**config.mk**
```make
export PLATFORM = sky130hd
export DESIGN_NAME = shift_multicycle
export DESIGN_NICKNAME = d
export VERILOG_FILES = /design/src/rtl/shift_pkg.sv /design/src/rtl/shift_multicycle_stage.sv /design/src/rtl/shift_multicycle.sv
export SDC_FILE = /design/constraint.sdc
export NUM_CORES = 1
export LEC_CHECK = 0
export CAP_MARGIN = 10
export CELL_PAD_IN_SITES_DETAIL_PLACEMENT = 0
export CELL_PAD_IN_SITES_GLOBAL_PLACEMENT = 2
export CORE_MARGIN = 4
export CORE_UTILIZATION = 34
export CTS_CLUSTER_DIAMETER = 200
export DETAILED_ROUTE_END_ITERATION = 10
export PLACE_DENSITY_LB_ADDON = 0.1
export SYNTH_ARGS = -nofsm -noshare
export SYNTH_HDL_FRONTEND = slang
export SYNTH_SLANG_ARGS = --single-unit
```
**constraint.sdc**
```tcl
create_clock -name clk -period 4.2 [get_ports clk]
set_input_delay 0.84 -clock clk [delete_from_list [all_inputs] [get_ports clk]]
set_output_delay 0.84 -clock clk [all_outputs]
set_load 0.01 [all_outputs]
```
**src/rtl/shift_pkg.sv**
```systemverilog
// Shared types for the sequential shift unit.
package shift_pkg;

  typedef enum logic [1:0] {
    SHIFT_SLL  = 2'b00,
    SHIFT_SRL  = 2'b01,
    SHIFT_SRA  = 2'b10,
    SHIFT_RSVD = 2'b11
  } shift_op_t;

  typedef enum logic [1:0] {
    S_IDLE  = 2'b00,
    S_SHIFT = 2'b01,
    S_DONE  = 2'b10
  } shift_state_t;

endpackage

```
**src/rtl/shift_multicycle_stage.sv**
```systemverilog
// One power-of-two stage of the log-decomposed shifter: shifts data by
// 2^stage according to op, or passes it through when disabled or op=RSVD.
module shift_stage
  import shift_pkg::*;
#(
  parameter  int N = 32,
  localparam int S = $clog2(N)
) (
  input  logic [N-1:0] data,
  input  logic [S-1:0] stage,
  input  logic         enable,
  input  shift_op_t    op,
  output logic [N-1:0] shifted
);

  logic [S-1:0] w_amt;

  assign w_amt = S'(1) << stage;

  // Select the shift flavour; SRA replicates the current MSB, which stays the
  // original sign because every earlier stage also preserved it.
  always_comb begin
    shifted = data;
    if (enable) begin
      unique case (op)
        SHIFT_SLL:  shifted = data << w_amt;
        SHIFT_SRL:  shifted = data >> w_amt;
        SHIFT_SRA:  shifted = $unsigned($signed(data) >>> w_amt);
        default:    shifted = data;
      endcase
    end
  end

endmodule

```
**src/rtl/shift_multicycle.sv**
```systemverilog
// Area-reduced shift unit: accepts one request, applies one power-of-two
// stage per clock from the largest down to 1, then holds the result until
// the consumer takes it.
module shift_multicycle
  import shift_pkg::*;
#(
  parameter  int N = 32,
  localparam int S = $clog2(N)
) (
  input  logic         clk,
  input  logic         rst,
  input  logic         in_valid,
  output logic         in_ready,
  input  logic [N-1:0] in_data,
  input  logic [S-1:0] in_shamt,
  input  shift_op_t    in_op,
  output logic         out_valid,
  input  logic         out_ready,
  output logic [N-1:0] out_data,
  output logic         busy
);

  shift_state_t r_state;
  shift_state_t w_state_nxt;
  logic [N-1:0] r_acc;
  logic [S-1:0] r_shamt;
  shift_op_t    r_op;
  logic [S-1:0] r_cnt;
  logic [N-1:0] w_stage_out;
  logic         w_stage_en;
  logic         w_accept;

  assign w_stage_en = r_shamt[r_cnt];

  shift_stage #(.N(N)) u_stage (
    .data    (r_acc),
    .stage   (r_cnt),
    .enable  (w_stage_en),
    .op      (r_op),
    .shifted (w_stage_out)
  );

  // State register.
  always_ff @(posedge clk) begin
    if (rst) r_state <= S_IDLE;
    else     r_state <= w_state_nxt;
  end

  // Next-state and handshake outputs; all outputs depend on state only.
  always_comb begin
    w_state_nxt = r_state;
    in_ready    = 1'b0;
    out_valid   = 1'b0;
    busy        = 1'b1;
    w_accept    = 1'b0;
    unique case (r_state)
      S_IDLE: begin
        in_ready = 1'b1;
        busy     = 1'b0;
        if (in_valid) begin
          w_accept    = 1'b1;
          w_state_nxt = S_SHIFT;
        end
      end
      S_SHIFT: begin
        if (r_cnt == '0) w_state_nxt = S_DONE;
      end
      S_DONE: begin
        out_valid = 1'b1;
        if (out_ready) w_state_nxt = S_IDLE;
      end
      default: begin
        w_state_nxt = S_IDLE;
      end
    endcase
  end

  // Operand capture, per-stage accumulator update and stage countdown.
  always_ff @(posedge clk) begin
    if (rst) begin
      r_acc   <= '0;
      r_shamt <= '0;
      r_op    <= SHIFT_SLL;
      r_cnt   <= '0;
    end else begin
      unique case (r_state)
        S_IDLE: begin
          if (w_accept) begin
            r_acc   <= in_data;
            r_shamt <= in_shamt;
            r_op    <= in_op;
            r_cnt   <= S'(S - 1);
          end
        end
        S_SHIFT: begin
          r_acc <= w_stage_out;
          if (r_cnt != '0) r_cnt <= r_cnt - S'(1);
        end
        default: begin
        end
      endcase
    end
  end

  assign out_data = r_acc;

endmodule

```
==> impl_results.md, run 1 <==
* Netlist cell types at between 70 and 80
* Final Critical Period at 3600 ps
* DIE HEIGHT at 134 um
* Via density at about 6.8
* Setup TNS at 0 ps
* H-tree depth at 2
* Crit end category: register
* Final worst slack at approximately 600 ps
* Clock power frac at a little over a fifth
* TritonRoute pass-1 iters at 6
* Slew @ Worst Pin at about 1100 ps
* Worst IR Drop VDD at 0.000175 V
* Remaining DRCs at 0
* CTS tree: built
* Vias in the first global route at 6513
* Worst R2R Setup Slack at 600 ps
* Row cnt at 45
* Initial antenna violation count at 1
* Final Cycle Share at 85.8%
* Die area at roughly 0.018 mm^2
* CP cell instances: buf_4 -> and2_0 -> nand2_1 -> o21ai_0 -> o22ai_1 -> a221oi_1 -> o21ai_0
* NetSw at 1270 uW
* Postcts setup bufs at 0
* DR WL/cell at 29.2 um
* Detailed router's first-iteration violation count at a little under 1000
* Sw frac at 47.9%
* Top FF cell, synth: dfxtp_1
* P per Cell Area at 412 mW/mm^2
* Final Max Tran Viols at 0
* Initial Utilization at 35.2%
* Total CTS buffers at 5
* Worst Reg-to-Reg Cells at 7
* Arr. time, crit path at about 3800 ps
* Io pins at 78
* Critical Path Fanout Max at 38
* DP HPWL at 20.1 mm
* HP Class: reg2reg
* Final Hold Fails at 0
* Root Buffer: clkbuf_16
* Lkg Pwr at 0.00214 uW
* Post-CTS Hold Fix Bufs at 0
* WL final at between 20 and 30 mm
* Register area share after synthesis at 17.0%
* Clock skew at 7.57 ps
* Post-Syn Area at 0.00541 mm^2
* Count of state elements after synthesis at 46
* Hold Crit Depth at 2
* Avg Inst Size Synth at 6.90 um^2
* Max Cap Viol at 0
* CTS sink count at 46
* Clock Tree Buf Depth at 2
* Clock transition at path regs at about 70 ps
* Layout cells sized above 1 at 10.2%
* Core area at 0.0154 mm^2
* Total power at approximately 2600 uW
* CP max stage cell: dfxtp_2
* Die width at between 100 and 150 um
* Req. time, crit path at 4390 ps
* Clk_lat worst skew at 310 ps
* Port bufs at slightly below 80
* Post-Synthesis Cells at 784
* Placer Congestion at 1.02
* Int Pwr at 1380 uW
* Ys async rst share at 0%
* Slowest Stage Delay on Critical Path at 830 ps
* Combinational share of power at 51.2%
* Pre-CTS setup slack at 721 ps
* Area delta synth->final at 18.7%
* Fill cell count at around 1600
* First-pass GRT wire length at 43.6 mm
* Number of flops mapped to enable cells by yosys at 0
* Status: finished, final reports clean
* Grt ovf at 0
* Pin count of the biggest net entering global routing at 42
* Flop pwr share at 27.5%
* Syn Nets at 832
* Most used cell, CP: o21ai_0
* Ys Warns at 0
* RSZ-0062 raised after global routing: no
* Worst Path Class, Setup: reg2reg
* # setup viols final at 0
* Final #Nets at 842
* Rel. slew slack at 23.7%
* GRT Overall Usage at about a third
* PostCTS Resize Cnt at 0
* Critical path startpoint category: register
* Peak Freq at around 280 MHz
* Antenna-violating nets left at 0
* Total number of vias at 6846
## cells in the final DEF, fill, tap and decap left out, types with 6 or more instances in the layout
master,n
nor4_1,6
clkdlybuf4s50_1,77
mux4_2,11
nand3_1,22
nor2b_1,12
nor3_1,27
mux2i_1,30
nand2b_1,9
o21ai_0,71
a221oi_1,9
a211oi_1,24
inv_1,9
mux2_2,13
nor2_1,64
dfxtp_1,44
o22ai_1,8
a31oi_1,17
o221ai_1,10
a21oi_1,62
buf_4,29
o211ai_1,7
nand2_1,99
a311oi_1,6
## path summary, 6_finish.rpt
check	from	to
min reg2reg	r_shamt[1]	r_shamt[1]
min	r_shamt[1]	r_shamt[1]
max	r_cnt[1]	out_data[2]
max reg2reg	r_cnt[1]	out_data[2]
## synth_stat cells, types with 6 or more instances
master	instances	share of area, %
nor2_1	64	4.4
nor2b_1	13	1.5
inv_1	9	0.62
o22ai_1	8	0.92
nand2b_1	9	1.0
buf_2	26	2.4
mux2_2	13	2.7
o21ai_0	71	6.6
clkbuf_1	64	4.4
a311oi_1	6	0.97
dfxtp_1	46	17
nor4_1	6	0.69
a211oi_1	24	3.3
buf_4	8	1.1
a31oi_1	17	2.0
a221oi_1	9	1.5
nor3_1	27	2.5
nand3_1	22	2.0
nand2_1	99	6.9
o211ai_1	7	0.97
o221ai_1	10	1.6
mux4_2	11	4.6
a21oi_1	62	5.7
mux2i_1	30	5.5
## metrics by stage
step                      hold slack, ps  std cells  instance area, um^2  util [%]
after CTS                            463       1006                 6420      41.8
after global routing                 502       1006                 6420      41.8
after global placement               443        998                 6220      40.5
after floorplan                      432        784                 5410         -
after detailed placement             453        998                 6220      40.5
final                                463       1007                 6420      41.8
## registers in the layout (all words and copies together), names as in the netlist
name and flops:
out_data 32, r_cnt 5, r_op 2, r_shamt 5, r_state 2
## critical path: cells and delay by family, from the launching register on
family | cells | cell delay [ps]
and+or+nand+nor | 2 | 1090
AOI/OAI and AO/OA | 4 | 1000
DFF | 1 | 830
buffers and inverters | 1 | 530
## logic make-up after synthesis
kind of cell | share of synthesized area, %
AO/OA/AOI/OAI | 34.7
flip-flops | 17.0
buffers and inverters | 9.23
adder cells (fa/ha/maj) | 1.16
XOR/XNOR | 0.486
AND/OR/NAND/NOR | 24.6
multiplexers | 12.8
## metal layers
layer	vias to the layer above	track usage, %	part of all wire (%)
met4	2	14.3	4.7
met1	3302	44.7	43
met2	495	46.8	42
li1	2941	-	-
met5	-	0	0.044
met3	106	7.65	11
## layout make-up
| type | instances | area [um^2] | share of cell area, % |
|---|---|---|---|
| diodes | 1 | 2.50 | 0.0390 |
| clock buffers | 6 | 139 | 2.16 |
| clock inverters | 2 | 60.1 | 0.935 |
| inverters | 9 | 33.8 | 0.526 |
| multi-input cells | 626 | 4010 | 62.5 |
| flip-flops and latches | 46 | 923 | 14.4 |
| well taps | 211 | 264 | 4.11 |
| repair buffers | 106 | 988 | 15.4 |
## power groups by stage
stage               Clock [uW]  Combinational (uW)  Sequential, uW
floorplan                    0                 912             556
detailed placement           0                1310             723
CTS                        563                1310             713
global route               576                1430             730
finish                     563                1360             727
global placement             0                1320             724
(Power assumes the default switching activity.)
==> inputs of run 2 (changes only) <==
--- a/config.mk
+++ b/config.mk
@@ -8,7 +8,6 @@
 export CAP_MARGIN = 10
 export CELL_PAD_IN_SITES_DETAIL_PLACEMENT = 0
 export CELL_PAD_IN_SITES_GLOBAL_PLACEMENT = 2
-export CORE_MARGIN = 4
 export CORE_UTILIZATION = 34
 export CTS_CLUSTER_DIAMETER = 200
 export DETAILED_ROUTE_END_ITERATION = 10
==> run 2 against run 1 <==
Effect of this change: clock-buffer cell count fell by 1; die area fell by 8.7%; first-iteration DRC count rose by 8.6%; critical endpoint is now out_data[12]; highest routed layer is now met4.
==> impl_results.md, run 2 (synthesized netlist as in run 1, its figures left out) <==
* # setup viols final at 0 (unchanged)
* Int Pwr at 1310 uW (-4.7%)
* Setup TNS at 0 ps (unchanged)
* Fill cell count at 1633 (+1.8%)
* Total number of vias at 6747 (-1.4%)
* Placer Congestion at 0.981 (-3.8%)
* Commonest non-fill, non-tap cell in the layout: nand2_1
* Remaining DRCs at 0 (unchanged)
* Clk_lat worst skew at 310 ps (about the same)
* Root Buffer: clkbuf_16
* First-pass GRT wire length at 42.4 mm (-2.9%)
* Pin count of the biggest net entering global routing at 41 (-2.4%)
* P per Cell Area at 403 mW/mm^2 (-2.1%)
* Rel. slew slack at 28.8% (+5.1 points)
* Row cnt at 45 (unchanged)
* Initial antenna violation count at 0 (-1)
* RSZ-0062 raised after global routing: no
* Final hold slack at 462 ps (-0.829 ps)
* Lkg Pwr at 0.00214 uW (+0.21%)
* Area delta synth->final at 18.6% (about the same)
* Peak Freq at 299 MHz (+7.6%)
* Req. time, crit path at 4390 ps (about the same)
* Met2 GRT Util at 52.9% (+6.1 points)
* DIE HEIGHT at 128 um (-4.5%)
* Final #Nets at 846 (+0.48%)
* WL final at 28.9 mm (-1.9%)
* Flop pwr share at 27.7% (+0.2 points)
* GRT Overall Usage at 35.4% (+3.4 points)
* Core area at 0.0154 mm^2 (unchanged)
* Final Cycle Share at 79.8% (-6.0 points)
* Port bufs at 77 (unchanged)
* Clock skew at 7.45 ps (-0.119 ps)
* Slew @ Worst Pin at 1060 ps (-83.5 ps)
* Max Cap Viol at 0 (unchanged)
* Grt met3 use at 8.47% (+0.82 points)
* Total power at 2590 uW (-2.2%)
* DR WL/cell at 28.6 um (-2.2%)
* Critical path startpoint category: register
* Worst IR Drop VDD at 0.000206 V (+17%)
* Critical Path Fanout Max at 40 (+5.3%)
* Die width at 128 um (-4.5%)
* Grt ovf at 0 (unchanged)
* HP Class: reg2reg
* Antenna-violating nets left at 0 (unchanged)
* Initial Utilization at 35.2% (unchanged)
* Clock transition at path regs at 80 ps (about the same)
* PostCTS Resize Cnt at 0 (unchanged)
* Post-Place Cell Area at 0.00625 mm^2 (+0.48%)
* Design area at 0.00642 mm^2 (about the same)
* CTS sink count at 46 (unchanged)
* Die area at 0.0164 mm^2 (-8.7%)
* Io pins at 78 (unchanged)
* Status: finished, final reports clean
* Final Hold Fails at 0 (unchanged)
* Clock power frac at 19.3% (-2.0 points)
* Post-CTS Hold Fix Bufs at 0 (unchanged)
* Combinational share of power at 52.9% (+1.7 points)
* Via density at 6.68 (-1.7%)
* DP HPWL at 19.7 mm (-1.9%)
* Sw frac at 49.3% (+1.3 points)
* Total CTS buffers at 5 (unchanged)
* TritonRoute pass-1 iters at 6 (unchanged)
* Most frequent cells in the layout: nand2_1 (99), clkdlybuf4s50_1 (77), o21ai_0 (71), nor2_1 (64), a21oi_1 (62)
* Clock Tree Buf Depth at 2 (unchanged)
* Layout cells sized above 1 at 10.6% (+0.45 points)
* Vias in the first global route at 6277 (-3.6%)
* Layer with the highest usage: met2
* Postcts setup bufs at 0 (unchanged)
* NetSw at 1270 uW (+0.48%)
* H-tree depth at 2 (unchanged)
* CTS tree: built
* Inserted Diodes at 0 (-1)
* Detailed router's first-iteration violation count at 1046 (+8.6%)
* Final Max Tran Viols at 0 (unchanged)
* Final Critical Period at 3350 ps (-253 ps)
* Worst Path Class, Setup: reg2reg
* Met1 Track Usage GR at 48.5% (+3.8 points)
* Arr. time, crit path at 3540 ps (-250 ps)
* Crit end category: register
* Max reg flops at 32 (unchanged)
-- run 2: cell types whose count changed in the layout (fill, tap and decap cells not counted), sizes merged --
cell / delta
bufinv: -1
clkinv: +2
diode: -1
buf: +4
clkbuf: -1
-- run 2: power by group through the flow --
stage	clock network, uW	registers [uW]	logic, uW
after CTS	506	705	1330
after global routing	521	720	1440
final	500	717	1370
after floorplan	0	556	912
after detailed placement	0	716	1320
after global placement	0	716	1330
-- run 2: cell type report --
cell class | instances | area [um^2] | share of cell area (%)
clock inverters | 3 | 40.0 | 0.624
flip-flops and latches | 46 | 923 | 14.4
clock buffers | 5 | 125 | 1.95
multi-input cells | 626 | 4010 | 62.5
well taps | 211 | 264 | 4.11
repair buffers | 110 | 1020 | 15.9
inverters | 9 | 33.8 | 0.527
-- run 2: stage by stage --
stage               worst slack (ps)  utilization (%)  std cells
detailed placement               990             40.7       1002
global route                     762             41.7       1010
finish                           850             41.7       1010
CTS                              977             41.7       1010
global placement                 951             40.7       1002
floorplan                       1820                -        784
-- run 2: path summary, 6_finish.rpt --
check	startpoint	endpoint	slack, ps	cells after the start
setup / recovery	r_cnt[1]	out_data[12]	850	7
hold / removal	r_shamt[1]	r_shamt[1]	460	2
setup reg to reg	r_cnt[1]	out_data[12]	850	7
hold reg to reg	r_shamt[1]	r_shamt[1]	460	2
-- run 2: routing by layer --
metal  part of all wire (%)  vias up
li1                       -     2949
met1                     42     3266
met2                     43      447
met3                     11       85
met4                    4.0        0
met5                      0        -
-- run 2: critical path: stages, from the launching register on --
cell and delay (ps):
dfxtp_2 820, buf_4 570, and2_0 400, nand2_1 500, o21ai_0 310, a21oi_1 60, nor3_1 400, o21ai_0 150
